==> src/rtl/check_result_monitor.sv <==
// Consumes checker results: one event per valid rising edge, saturating per-code counters,
// a small result FIFO and a sticky fail-run alarm. Define RESULT_MONITOR_TS_EN to timestamp entries.
module check_result_monitor #(
  parameter int unsigned CNT_W      = 16,
  parameter int unsigned DEPTH      = 4,
  parameter int unsigned TS_W       = 16,
  parameter int unsigned FAIL_LIMIT = 3
) (
  input  logic             clk_i,
  input  logic             rst_i,
  input  logic             clear_i,
  input  logic             res_valid_i,
  input  logic [1:0]       res_code_i,
  input  logic             pop_i,
  output logic             rd_valid_o,
  output logic [1:0]       rd_code_o,
  output logic [TS_W-1:0]  rd_ts_o,
  output logic             full_o,
  output logic             overflow_o,
  input  logic [1:0]       cnt_sel_i,
  output logic [CNT_W-1:0] cnt_o,
  output logic             alarm_o
);

  localparam int unsigned AW    = $clog2(DEPTH);
  localparam int unsigned PW    = AW + 1;
  localparam logic [7:0]  LIMIT = 8'(FAIL_LIMIT);

  typedef enum logic [1:0] {RUN_OK, RUN_FAIL, ALARM} state_e;

  logic             res_valid_q;
  logic             ev;
  logic             is_fail;
  logic [PW-1:0]    wr_ptr_q, rd_ptr_q;
  logic [AW-1:0]    wr_idx, rd_idx;
  logic             empty, full, do_push, do_pop;
  logic             overflow_q;
  logic [1:0]       code_mem [DEPTH];
  logic [CNT_W-1:0] cnt_q [4];
  state_e           state_q, state_d;
  logic [7:0]       run_q, run_d;

  // An event is the rising edge of valid; a clear swallows any coincident event.
  assign ev      = res_valid_i & ~res_valid_q & ~clear_i;
  assign is_fail = (res_code_i != 2'd0);

  always_ff @(posedge clk_i or negedge rst_i) begin
    if (!rst_i) res_valid_q <= 1'b0;
    else        res_valid_q <= res_valid_i;
  end

  assign wr_idx  = wr_ptr_q[AW-1:0];
  assign rd_idx  = rd_ptr_q[AW-1:0];
  assign empty   = (wr_ptr_q == rd_ptr_q);
  assign full    = (wr_idx == rd_idx) && (wr_ptr_q[AW] != rd_ptr_q[AW]);
  assign do_pop  = pop_i & ~empty & ~clear_i;
  assign do_push = ev & (~full | do_pop);

  // FIFO pointers and sticky overflow; a simultaneous pop makes room for a push into a full FIFO.
  always_ff @(posedge clk_i or negedge rst_i) begin
    if (!rst_i) begin
      wr_ptr_q   <= '0;
      rd_ptr_q   <= '0;
      overflow_q <= 1'b0;
    end else if (clear_i) begin
      wr_ptr_q   <= '0;
      rd_ptr_q   <= '0;
      overflow_q <= 1'b0;
    end else begin
      if (do_push) wr_ptr_q <= wr_ptr_q + PW'(1);
      if (do_pop)  rd_ptr_q <= rd_ptr_q + PW'(1);
      if (ev && full && !do_pop) overflow_q <= 1'b1;
    end
  end

  always_ff @(posedge clk_i) begin
    if (do_push) code_mem[wr_idx] <= res_code_i;
  end

`ifdef RESULT_MONITOR_TS_EN
  logic [TS_W-1:0] ts_q;
  logic [TS_W-1:0] ts_mem [DEPTH];

  always_ff @(posedge clk_i or negedge rst_i) begin
    if (!rst_i)       ts_q <= '0;
    else if (clear_i) ts_q <= '0;
    else              ts_q <= ts_q + TS_W'(1);
  end

  always_ff @(posedge clk_i) begin
    if (do_push) ts_mem[wr_idx] <= ts_q;
  end

  assign rd_ts_o = empty ? '0 : ts_mem[rd_idx];
`else
  assign rd_ts_o = '0;
`endif

  // Per-code counters hold at all-ones instead of wrapping.
  always_ff @(posedge clk_i or negedge rst_i) begin
    if (!rst_i) begin
      for (int i = 0; i < 4; i++) cnt_q[i] <= '0;
    end else if (clear_i) begin
      for (int i = 0; i < 4; i++) cnt_q[i] <= '0;
    end else if (ev && (cnt_q[res_code_i] != '1)) begin
      cnt_q[res_code_i] <= cnt_q[res_code_i] + CNT_W'(1);
    end
  end

  always_ff @(posedge clk_i or negedge rst_i) begin
    if (!rst_i) begin
      state_q <= RUN_OK;
      run_q   <= 8'd0;
    end else begin
      state_q <= state_d;
      run_q   <= run_d;
    end
  end

  // Fail-run tracking; ALARM is only left through clear or reset.
  always_comb begin
    state_d = state_q;
    run_d   = run_q;
    if (clear_i) begin
      state_d = RUN_OK;
      run_d   = 8'd0;
    end else if (ev) begin
      case (state_q)
        RUN_OK: begin
          if (is_fail) begin
            run_d   = 8'd1;
            state_d = (LIMIT == 8'd1) ? ALARM : RUN_FAIL;
          end
        end
        RUN_FAIL: begin
          if (is_fail) begin
            run_d = run_q + 8'd1;
            if ((run_q + 8'd1) == LIMIT) state_d = ALARM;
          end else begin
            run_d   = 8'd0;
            state_d = RUN_OK;
          end
        end
        ALARM:   state_d = ALARM;
        default: begin
          state_d = RUN_OK;
          run_d   = 8'd0;
        end
      endcase
    end
  end

  assign rd_valid_o = ~empty;
  assign rd_code_o  = empty ? 2'b00 : code_mem[rd_idx];
  assign full_o     = full;
  assign overflow_o = overflow_q;
  assign cnt_o      = cnt_q[cnt_sel_i];
  assign alarm_o    = (state_q == ALARM);

endmodule

==> config.mk <==
export PLATFORM = sky130hd
export DESIGN_NAME = check_result_monitor
export DESIGN_NICKNAME = d
export VERILOG_FILES = /design/src/rtl/check_result_monitor.sv
export SDC_FILE = /design/constraint.sdc
export NUM_CORES = 1
export LEC_CHECK = 0
export CAP_MARGIN = 5
export CORE_MARGIN = 5
export CORE_UTILIZATION = 50
export CTS_BUF_LIST = sky130_fd_sc_hd__clkbuf_4 sky130_fd_sc_hd__clkbuf_8
export DETAILED_ROUTE_END_ITERATION = 7
export DONT_BUFFER_PORTS = 1
export GPL_ROUTABILITY_DRIVEN = 0
export GPL_TIMING_DRIVEN = 0
export SKIP_CTS_REPAIR_TIMING = 1
export SYNTH_ARGS = -nofsm -noshare
export SYNTH_HDL_FRONTEND = slang
export SYNTH_SLANG_ARGS = --single-unit
export TNS_END_PERCENT = 20
==> constraint.sdc <==
create_clock -name clk_i -period 3.7 [get_ports clk_i]
set_input_delay 0.555 -clock clk_i [delete_from_list [all_inputs] [get_ports clk_i]]
set_output_delay 0.555 -clock clk_i [all_outputs]
set_load 0.01 [all_outputs]
==> run summary <==
FINISH
-----------------------------------------------------------------------------------------------------------------
Area growth from synthesis to final layout                                                                  8.25%
Multi-input gate area in the final layout                                                                2680 µm²
Share of cells above drive strength 1                                                                       17.5%
Area of all sequential standard cells                                                                    2290 µm²
Final Core Density                                                                                          55.4%
Layout filler cell count                                                                                      944
Nets@finish                                                                                                   532
Most frequent standard cell in the layout excluding fill and tap cells                               sky130_fd_sc_hd__dfrtp_1
Top library cells by usage in the layout, fill and taps aside                                        82 x sky130_fd_sc_hd__dfrtp_1, 69 x sky130_fd_sc_hd__a21oi_1, 44 x sky130_fd_sc_hd__a211oi_1
Number of antenna diodes                                                                                        0

SYNTH
-----------------------------------------------------------------------------------------------------------------
Area share of the largest cell type after synthesis                                                         39.0%
Warnings, synthesis                                                                                             0
Mean post-synth cell area                                                                                10.8 µm²
Synth area leaders                                                                                   sky130_fd_sc_hd__dfrtp_1 39%, sky130_fd_sc_hd__mux4_2 15%, sky130_fd_sc_hd__a21oi_1 6.6%
Gate Count Post-Synth                                                                                         488
Prevailing post-synth register cell                                                                  sky130_fd_sc_hd__dfrtp_1
Count of distinct cell types in the synthesized netlist                                                        49
Arithmetic-cell share of the synthesized area counting full adders, half adders and majority gates          1.90%
Top cell type by total area after synthesis                                                          sky130_fd_sc_hd__dfrtp_1
Mapped cell area                                                                                         5260 µm²
Combinational family with the most area after synthesis                                              compound AO/OA/AOI/OAI gates
Total of flip-flops plus latches after synthesis                                                               90
Async S/R FF share, synth                                                                                   91.1%
Share of the synthesized area in compound gates (AO/OA/AOI/OAI)                                             16.3%
Synthesized-area fraction occupied by and/or/nand/nor cells                                                 13.0%
Register area share after synthesis                                                                         43.6%
Xor-xnor portion of the synthesized cell area                                                               3.83%
Multiplexer area fraction after synthesis                                                                   14.7%
Count of flip-flops with a built-in enable after synthesis                                                      8

GRT
-----------------------------------------------------------------------------------------------------------------
Initial antenna violation count                                                                                 0
Pin count of the biggest net entering global routing                                                           83
Total congestion overflow after global routing                                                                  0
Vias in the first global route                                                                               4127
First-pass GRT wire length                                                                               22700 µm
Overall routing resource usage                                                                              23.0%

CRITICAL PATH
-----------------------------------------------------------------------------------------------------------------
Capturing element type of the critical path                                                          primary output
Worst setup path category                                                                               in -> out
Crit path arrival time                                                                                    2.55 ns
Required time of the critical path                                                                        3.14 ns
FF-to-FF setup slack                                                                                      1.15 ns
Maximum fanout encountered on the critical timing path                                                         10
Critical path startpoint category                                                                       input pin

DIE
-----------------------------------------------------------------------------------------------------------------
Area enclosed by the die boundary                                                                       12700 µm²
Site row count                                                                                                 37
Initial core utilization                                                                                    51.2%
Number of primary I/O pins                                                                                     47
Core Footprint                                                                                          10300 µm²
Die width                                                                                                  113 µm
Chip Height                                                                                                113 µm

CTS
-----------------------------------------------------------------------------------------------------------------
Total clock buffers created by CTS                                                                              9
Clk Latency, worst-skew pair                                                                              0.36 ns
Root buffer cell                                                                                     sky130_fd_sc_hd__clkbuf_8
Post-CTS clock slew at the launch and capture registers of the worst setup and hold paths                 0.08 ns
Sink count of the clock tree                                                                                   90
Clock tree from TritonCTS                                                                                   built
Maximum level of the CTS H-tree                                                                                 3
Deepest clock path buffer count                                                                                 2

RUN STATUS
-----------------------------------------------------------------------------------------------------------------
Status                                                                                                  completed

PLACEMENT
-----------------------------------------------------------------------------------------------------------------
Placed wire-length estimate after detailed placement                                                      9550 µm
Buffers added on ports                                                                                          0

POWER
-----------------------------------------------------------------------------------------------------------------
Total power of the final layout                                                                         0.00197 W
VDD IR max                                                                                               0.144 mV
P per Cell Area                                                                                        345 nW/µm²
Static leakage power                                                                                      2.25 nW

TIMING
-----------------------------------------------------------------------------------------------------------------
Final TNS setup                                                                                              0 ns
Count of final max-slew check failures                                                                          0
Worst-case clock skew                                                                                   0.0117 ns
Setup violators final                                                                                           0
Tightest Pin Transition                                                                                  0.995 ns
Final hold viol count                                                                                           0
Fmax achieved                                                                                           0.322 GHz
Final period demand of the worst path                                                                     3.10 ns
Portion of the clock cycle consumed by the worst path in the final layout                                   83.9%
RSZ-0062 raised after global routing                                                                        false
Max transition margin                                                                                       33.5%

MIN PATH
-----------------------------------------------------------------------------------------------------------------
Worst hold path type                                                                                  in -> async

DRT
-----------------------------------------------------------------------------------------------------------------
Final wirelength                                                                                         14100 µm
Detailed Route Iter0 Violations                                                                               318
Detailed-router iteration count before antenna repair                                                           5
DRT antenna net count                                                                                           0
Number of DRC violations after detailed routing                                                                 0
Number of vias per cell                                                                                      6.13
Via count                                                                                                    4018
Average wire per cell in the routed design                                                                21.5 µm

FLOW RUN
-----------------------------------------------------------------------------------------------------------------
Number of max-capacitance violations reported                                                                   0

==> logic make-up after synthesis <==
family | Yosys count
and+or+nand+nor | 125
buffers and inverters | 64
muxes | 35
DFF | 90
AOI/OAI and AO/OA | 142
xor gates and xnor gates | 23
other | 1
adders and majority gates | 8
==> worst paths after layout <==
check	from	to	depth (start not counted)
min in group clk_i	res_valid_i	res_valid_q	0
max	cnt_sel_i[0]	cnt_o[5]	3
min	rst_i	run_q[4]	1
min reg2reg	run_q[6]	run_q[6]	2
max in group asynchronous	rst_i	cnt_q[0]	1
max reg2reg	res_valid_q	cnt_q[44]	5
==> cell usage after synthesis (2+ instances only) <==
| library cell | instances |
|---|---|
| sky130_fd_sc_hd__dfrtp_1 | 82 |
| sky130_fd_sc_hd__a21oi_1 | 69 |
| sky130_fd_sc_hd__a211oi_1 | 44 |
| sky130_fd_sc_hd__mux4_2 | 34 |
| sky130_fd_sc_hd__nor3_1 | 31 |
| sky130_fd_sc_hd__nor2_1 | 22 |
| sky130_fd_sc_hd__clkbuf_1 | 21 |
| sky130_fd_sc_hd__buf_4 | 18 |
| sky130_fd_sc_hd__xnor2_1 | 17 |
| sky130_fd_sc_hd__buf_2 | 15 |
| sky130_fd_sc_hd__nand3_1 | 15 |
| sky130_fd_sc_hd__nand2_1 | 14 |
| sky130_fd_sc_hd__o21ai_0 | 14 |
| sky130_fd_sc_hd__edfxtp_1 | 8 |
| sky130_fd_sc_hd__ha_1 | 8 |
| sky130_fd_sc_hd__inv_1 | 7 |
| sky130_fd_sc_hd__and2_1 | 6 |
| sky130_fd_sc_hd__or3_1 | 6 |
| sky130_fd_sc_hd__xor2_1 | 6 |
| sky130_fd_sc_hd__nand2b_1 | 5 |
| sky130_fd_sc_hd__nor2b_1 | 5 |
| sky130_fd_sc_hd__o31ai_1 | 4 |
| sky130_fd_sc_hd__nand3b_1 | 3 |
| sky130_fd_sc_hd__nand4_1 | 3 |
| sky130_fd_sc_hd__nor4_1 | 3 |
| sky130_fd_sc_hd__o21ai_1 | 3 |
| sky130_fd_sc_hd__and3_1 | 2 |
| sky130_fd_sc_hd__nor3b_1 | 2 |
==> cell type report <==
type,instances,share of cell area [%]
Clock inverter,2,0.220
Buffer,57,5.60
Sequential cell,90,40.2
Tap cell,136,2.99
Clock buffer,14,2.94
Inverter,7,0.461
Multi-Input combinational cell,349,47.1
Timing Repair Buffer,1,0.483
==> per-layer routing <==
| metal | up-vias | global-route usage (%) | part of all wire, % |
|---|---|---|---|
| li1 | 1858 | - | - |
| met1 | 1999 | 32.2 | 44 |
| met2 | 132 | 35.9 | 47 |
| met3 | 29 | 4.15 | 7.0 |
| met4 | 0 | 8.73 | 2.6 |
| met5 | - | 0 | 0 |
==> power breakdown <==
group          switching (W)  internal (W)  leakage [nW]
Clock               0.000352      0.000293        0.0944
Sequential         0.0000276       0.00102          1.20
Combinational       0.000164      0.000105         0.955
Total               0.000543       0.00142          2.25
==> state kept, by name, indices dropped and copies added, names as in the netlist <==
signal,cells
cnt_q,64
code_mem,8
run_q,8
rd_ptr_q,3
wr_ptr_q,3
state_q,2
overflow_o,1
res_valid_q,1
==> per-stage QoR <==
stage | worst slack, ns | cell area [µm²] | instances | hold WS [ns]
global route | 0.412 | 5700 | 656 | 0.119
finish | 0.596 | 5700 | 656 | 0.0675
global placement | 0.589 | 5490 | 639 | 0.262
detailed placement | 0.508 | 5490 | 639 | 0.262
CTS | 0.525 | 5670 | 655 | -0.132
floorplan | 1.02 | 5320 | 503 | 0.259
==> critical path, stage by stage <==
cell and delay, ns:
sky130_fd_sc_hd__clkbuf_1 0.54, sky130_fd_sc_hd__buf_1 0.78, sky130_fd_sc_hd__mux4_2 0.67
Note: power is estimated with default switching activity, not from simulation.
